--- config.mk ---
export PLATFORM = sky130hd
export DESIGN_NAME = branch_predictor
export DESIGN_NICKNAME = d
export VERILOG_FILES = /design/src/rtl/branch_predictor.sv
export SDC_FILE = /design/constraint.sdc
export NUM_CORES = 1
export LEC_CHECK = 0
export ABC_CLOCK_PERIOD_IN_PS = 5000
export BUFFER_PORTS_ARGS = -buffer_cell sky130_fd_sc_hd__buf_2
export CORE_UTILIZATION = 62
export DETAILED_ROUTE_END_ITERATION = 16
export GPL_ROUTABILITY_DRIVEN = 0
export PLACE_DENSITY = 0.82
export SETUP_SLACK_MARGIN = 0.4
export SYNTH_ARGS = -nofsm -noshare
export SYNTH_HDL_FRONTEND = slang
export SYNTH_SLANG_ARGS = --single-unit
--- constraint.sdc ---
create_clock -name clk -period 5 [get_ports clk]
set_input_delay 0.5 -clock clk [delete_from_list [all_inputs] [get_ports clk]]
set_output_delay 0.5 -clock clk [all_outputs]
set_load 0.01 [all_outputs]
--- src/rtl/branch_predictor.sv ---
// Direct-mapped BTB with 2-bit saturating direction counters, EX-side
// mispredict detection and saturating resolve/mispredict performance counters.
module branch_predictor #(
  parameter int unsigned PC_W    = 9,
  parameter int unsigned ENTRIES = 16,
  parameter int unsigned CNT_W   = 16
) (
  input  logic              clk,
  input  logic              rst_n,
  input  logic [PC_W-1:0]   if_pc,
  output logic              pred_hit,
  output logic              pred_taken,
  output logic [31:0]       pred_target,
  input  logic              upd_valid,
  input  logic [PC_W-1:0]   upd_pc,
  input  logic              upd_is_branch,
  input  logic              upd_is_jump,
  input  logic              upd_taken,
  input  logic [31:0]       upd_target,
  input  logic              upd_pred_taken,
  input  logic [31:0]       upd_pred_target,
  input  logic              flush_tbl,
  output logic              mispredict,
  output logic [31:0]       recover_pc,
  output logic [CNT_W-1:0]  branch_cnt,
  output logic [CNT_W-1:0]  mispred_cnt
);

  localparam int unsigned IDX_W = $clog2(ENTRIES);
  localparam int unsigned TAG_W = PC_W - IDX_W - 2;

  logic             valid_q [ENTRIES];
  logic [TAG_W-1:0] tag_q   [ENTRIES];
  logic [31:0]      tgt_q   [ENTRIES];
  logic [1:0]       ctr_q   [ENTRIES];

  logic [CNT_W-1:0] br_q, br_d, mp_q, mp_d;

  logic [IDX_W-1:0] if_idx, u_idx;
  logic [TAG_W-1:0] if_tag, u_tag;
  logic             ctl, taken_eff, u_hit, wr_en;
  logic [1:0]       ctr_d;
  logic [31:0]      tgt_d;
  logic             unused_pc_lsbs;

  assign unused_pc_lsbs = ^{if_pc[1:0], upd_pc[1:0]};

  assign if_idx = if_pc[IDX_W+1:2];
  assign if_tag = if_pc[PC_W-1:IDX_W+2];
  assign u_idx  = upd_pc[IDX_W+1:2];
  assign u_tag  = upd_pc[PC_W-1:IDX_W+2];

  // Lookup reads registered state only; no bypass from a same-cycle update.
  always_comb begin
    pred_hit    = valid_q[if_idx] && (tag_q[if_idx] == if_tag);
    pred_taken  = pred_hit && ctr_q[if_idx][1];
    pred_target = pred_taken ? tgt_q[if_idx] : 32'(if_pc) + 32'd4;
  end

  always_comb begin
    ctl        = upd_valid && (upd_is_branch || upd_is_jump);
    taken_eff  = upd_taken || upd_is_jump;
    mispredict = ctl && ((taken_eff != upd_pred_taken) ||
                         (taken_eff && (upd_target != upd_pred_target)));
    recover_pc = '0;
    if (ctl) recover_pc = taken_eff ? upd_target : 32'(upd_pc) + 32'd4;
  end

  // Jump takes precedence over branch when both flags are set.
  always_comb begin
    u_hit = valid_q[u_idx] && (tag_q[u_idx] == u_tag);
    wr_en = 1'b0;
    ctr_d = ctr_q[u_idx];
    tgt_d = tgt_q[u_idx];
    if (ctl) begin
      if (upd_is_jump) begin
        wr_en = 1'b1;
        ctr_d = 2'b11;
        tgt_d = upd_target;
      end else if (u_hit) begin
        wr_en = 1'b1;
        if (upd_taken) begin
          tgt_d = upd_target;
          if (ctr_q[u_idx] != 2'b11) ctr_d = ctr_q[u_idx] + 2'd1;
        end else if (ctr_q[u_idx] != 2'b00) begin
          ctr_d = ctr_q[u_idx] - 2'd1;
        end
      end else if (upd_taken) begin
        wr_en = 1'b1;
        ctr_d = 2'b10;
        tgt_d = upd_target;
      end
    end
  end

  always_comb begin
    br_d = br_q;
    mp_d = mp_q;
    if (ctl && (br_q != '1))        br_d = br_q + CNT_W'(1);
    if (mispredict && (mp_q != '1)) mp_d = mp_q + CNT_W'(1);
  end

  always_ff @(posedge clk or negedge rst_n) begin
    if (!rst_n) begin
      for (int unsigned i = 0; i < ENTRIES; i++) begin
        valid_q[i] <= 1'b0;
        tag_q[i]   <= '0;
        tgt_q[i]   <= '0;
        ctr_q[i]   <= 2'b01;
      end
      br_q <= '0;
      mp_q <= '0;
    end else begin
      if (flush_tbl) begin
        for (int unsigned i = 0; i < ENTRIES; i++) valid_q[i] <= 1'b0;
      end else if (wr_en) begin
        valid_q[u_idx] <= 1'b1;
        tag_q[u_idx]   <= u_tag;
        tgt_q[u_idx]   <= tgt_d;
        ctr_q[u_idx]   <= ctr_d;
      end
      br_q <= br_d;
      mp_q <= mp_d;
    end
  end

  assign branch_cnt  = br_q;
  assign mispred_cnt = mp_q;

endmodule

Word-level counts from Yosys, hierarchy flattened. Index checks and enable logic that the tools add are counted.

Flip-flop bits (word level): 640. Word-level logic and storage cells: 155.

Add/subtract/negate cells: 6. $lt $le $gt $ge: 3. Equal/unequal tests: 7. Muxes and demuxes: 54. Bitwise gates (word level): 4. Reduce and logical (&&, ||, !) cells: 15.

Operators with widths (number): $bwmux 512 (1); $mux 32 (11); $bmux 32 s4 (2); $demux 32 s4 (1); $bwmux 48 (1); $add 16x1->16 const B (2); $bwmux 32 (1); $mux 16 (2); $ne 16x16->1 const B (2); $ne 32x32->1 (1); $bmux 3 s4 (2); $mux 2 (12); $add 9x3->10 const B (2); $bmux 2 s4 (2); $or 16x16->16 (1); $mux 3 (5); $demux 3 s4 (1); $ge 5x5->1 const B (2); $not 4->5 (2); $logic_and 1x1->1 (9); $mux 1 (9); $bmux 1 s4 (2); $demux 2 s4 (1); $eq 3x3->1 (2); other kinds (10) (13).

Longest topological paths before layout.
Depth after elaboration: 11. Depth in mapped cells: 13. Gate-level depth less buffers: 8.

Least setup slack after synthesis. Ideal clock, no wire load.

Path kind: in2out. Start point: in if_pc[2]. End point: out pred_target[3]. Data arrival time: 3445 ps. Data required time: 4500 ps. Path slack: 1055 ps. Cell stages on the path: 8. Cells stage by stage: buf_2 buf_2 buf_2 clkbuf_1 buf_1 mux4_2 mux4_2 mux2_2.

Longest elaborated chain between the ends: 8.

Ends and longest elaborated chain: start: declaration (RTL line 10) `input logic [PC_W-1:0] if_pc,`; $not 4->5 (not written as such) (RTL line 55, 56, 57); $bmux 3 s4 (RTL line 55) `pred_hit = valid_q[if_idx] && (tag_q[if_idx] == if_tag);`; $mux 3 (not written as such) (2 in a row) (RTL line 55); $eq 3x3->1 (RTL line 55); $logic_and 1x1->1 (RTL line 55); $logic_and 1x1->1 (RTL line 56) `pred_taken = pred_hit && ctr_q[if_idx][1];`; $mux 32 * (RTL line 57) `pred_target = pred_taken ? tgt_q[if_idx] : 32'(if_pc) + 32'd4;`; end: declaration (RTL line 13) `output logic [31:0] pred_target,`.

Mark *: on every way between the ends. The rest lies on a longest branch, timed or not. The select of a mux whose other input is x is not followed.

Worst setup path after layout.
Start point: in upd_pc[3]. End point: out recover_pc[6].

Longest elaborated chain between the ends: 3.

Ends and longest elaborated chain: start: declaration (RTL line 15) `input logic [PC_W-1:0] upd_pc,`; $add 9x3->10 (RTL line 66) `if (ctl) recover_pc = taken_eff ? upd_target : 32'(upd_pc) + 32'd4;`; $mux 32 (2 in a row) (RTL line 66); end: declaration (RTL line 24) `output logic [31:0] recover_pc,`.

Every way passes these cells.

==> out/results.ini <==
[logic_synthesis]
synth_top_area_cell = dfrtp_1
synth-main-ff-cell = dfrtp_1
synthTopCellsByArea = dfrtp_1 44%, mux4_2 23%, mux2_2 17%, mux2_4 3.2%, mux2_1 1.3%
synth_top_area_share_pct = 44.4
synth-edff-count = 0
synth-warning-count = 0
synth_area_um2 = 35200
syn_inst = 2216
yosysSeqAreaShare_pct = 45.6
async_flop_share_pct = 100
syn_area_per_cell_um2 = 15.9
synth_nets = 2313
synth-seq-cells = 640
ys_types = 46

[worst_setup_path]
cp.arrival_ps = 3930
cpMaxStageDelayCell = buf_4
worst-setup-path-type = primary input to output pin
startpoint_type = primary input
path_cells = buf_6 -> buf_4 -> buf_4 -> ha_1 -> nand2_1 -> xor2_1 -> a211oi_1 -> buf_2
max_stage_delay_ps = 730
endpoint_kind = output pin
cp_num_buf_inv = 4
cp_max_fo = 52
critical_path.top_delay_family = buffers and inverters
cpMostUsedCell = buf_4
cp.required_ps = 4500

[floorplanning]
ios = 189
design.core.area_um2 = 55600
die_x_um = 240
initial_core_util_pct = 63.3
num_rows = 86
fp.dieArea_um2 = 57700
fp.dieH_um = 240

[run_status]
status = complete, no violations

[global_route]
antenna_found_initial = 2
grt-ovfl-total = 0
grt_max_degree = 128
grt_pass1_vias = 23300
track_usage_pct = 34.8
grt_pass1_wl_um = 147000

[timing]
timing.final.hold_violations = 0
drv_slew = 0
tightest_slew_ps = 962
setup_viol = 0
rsz0062_at_grt = false
fin_crit_sh_pct = 88.6
slew_headroom_pct = 35.4
post-route-min-period_ps = 4430
tns_ps = 0
whs_ps = 162
fmax_ghz = 0.226
clock_skew_ps = 27.1

[cells_and_area]
final_nets = 2434
syn2layout_area_growth_pct = 11.8
fillers = 3484
drive_above_1_share_pct = 57.5
final_cell_mix = 624 x dfrtp_1, 521 x mux2_2, 364 x mux4_2, 180 x buf_2, 76 x mux2_4
stdcell_area_um2 = 39400
final_core_utilization_pct = 70.8
stdcell_count = 3143
final_common_cell = dfrtp_1

[power]
p_per_area_nw_per_um2 = 347
peakVddDrop_mv = 0.241
p_leak_nw = 18.4

[flow_run]
drv_cap = 0

[min_path]
hold_class = primary input to flop

[placement]
dpl.cell_count = 3012
io_buffers = 188
hpwl_um = 60000
placed_area_um2 = 36900

[clocking]
clk_latency_ps = 610
cts_sinks = 640
clk_pin_slew_ps = 60
cts_buffers = 70
clock_tree.root_cell = clkbuf_16
htree_levels = 3
clockBufferDepth = 3
cts_tree = done
cts_setup_buffers = 0

[routing]
drtIter0Drc = 2071
drtPass1Iterations = 5
wl_per_cell_um = 30.8
num_vias = 22200
drt_wl_total_um = 96900
viasPerCell = 7.06
ant_nets = 0
drcViolationCount = 0

[cells by family (layout without fill, tap and decap cells)]
| group | Yosys count | in the layout | synth area share, % |
|---|---|---|---|
| DFF | 640 | 640 | 45.6 |
| adders and majority gates | 8 | 8 | 0.277 |
| xor gates and xnor gates | 77 | 77 | 1.92 |
| and+or+nand+nor | 199 | 199 | 3.18 |
| AOI/OAI and AO/OA | 52 | 52 | 1.06 |
| other | 0 | 2 | 0 |
| buffers and inverters | 227 | 404 | 3.19 |
| muxes | 1013 | 1013 | 44.8 |
[path summary, 6_finish.rpt]
check / start / to / slack [ps] / cells after the start
setup reg to reg: tag_q[2]$_DFFE_PN0P_ / tgt_q[447]$_DFFE_PN0P_ / 1120 / 8
min in group asynchronous: rst_n / mispred_cnt[9]$_DFFE_PN0P_ / 570 / 2
hold / removal: flush_tbl / valid_q[1]$_DFFE_PN0P_ / 160 / 2
hold reg to reg: mispred_cnt[9]$_DFFE_PN0P_ / mispred_cnt[9]$_DFFE_PN0P_ / 500 / 1
max in group asynchronous: rst_n / tgt_q[495]$_DFFE_PN0P_ / 3160 / 3
setup / recovery: upd_pc[3] / recover_pc[6] / 570 / 8
[layer usage]
metal / vias to the layer above / GRT usage, % / wire [um]
met1: 11900 / 46.4 / 37000
li1: 8810 / - / -
met5: - / 0 / 0
met3: 243 / 8.34 / 8570
met2: 1202 / 55.5 / 47500
met4: 0 / 14.0 / 3780
[sequential cells by signal, summed over array words and instances, names as in the netlist]
signal and count:
mispred_cnt 16, tgt_q 512, ctr_q 32, tag_q 48, branch_cnt 16, valid_q 16
[cell type report]
class	instances	area (um^2)	area share (%)
Clock buffer	98	2010	5.10
Tap cell	748	936	2.38
Antenna cell	2	5.00	0.0127
Clock inverter	30	405	1.03
Timing Repair Buffer	261	1750	4.46
Inverter	15	56.3	0.143
Multi-Input combinational cell	1349	18200	46.1
Sequential cell	640	16000	40.7
[through the flow]
step,power [mW],worst slack (ps)
2_1_floorplan,7.51,1050
3_3_place_gp,8.13,724
3_5_place_dp,8.27,645
4_1_cts,13.7,733
5_1_grt,14.1,591
6_report,13.6,568
[synthesized netlist by cell type (15+ instances only)]
master    count
nor2_1       34
buf_1        21
clkbuf_1    105
inv_1        15
nand2_1      39
buf_4        35
mux2_4       76
dfstp_2      16
xor2_1       52
mux2_1       41
nand3_1      16
buf_2        39
dfrtp_1     624
xnor2_1      25
mux4_2      364
and3_1       47
mux2_2      521
[where the power goes]
part	internal (mW)	switching, mW
logic	1.11	1.02
registers	5.68	0.406
clock network	3.28	2.15
total	10.1	3.57
[repair_timing]
item / in CTS / in global routing
resized for setup: 0 / 0
hold buffers: 1 / 0
endpoints found under the hold margin: 40 / 0
Power figures use the tool's default switching activity.
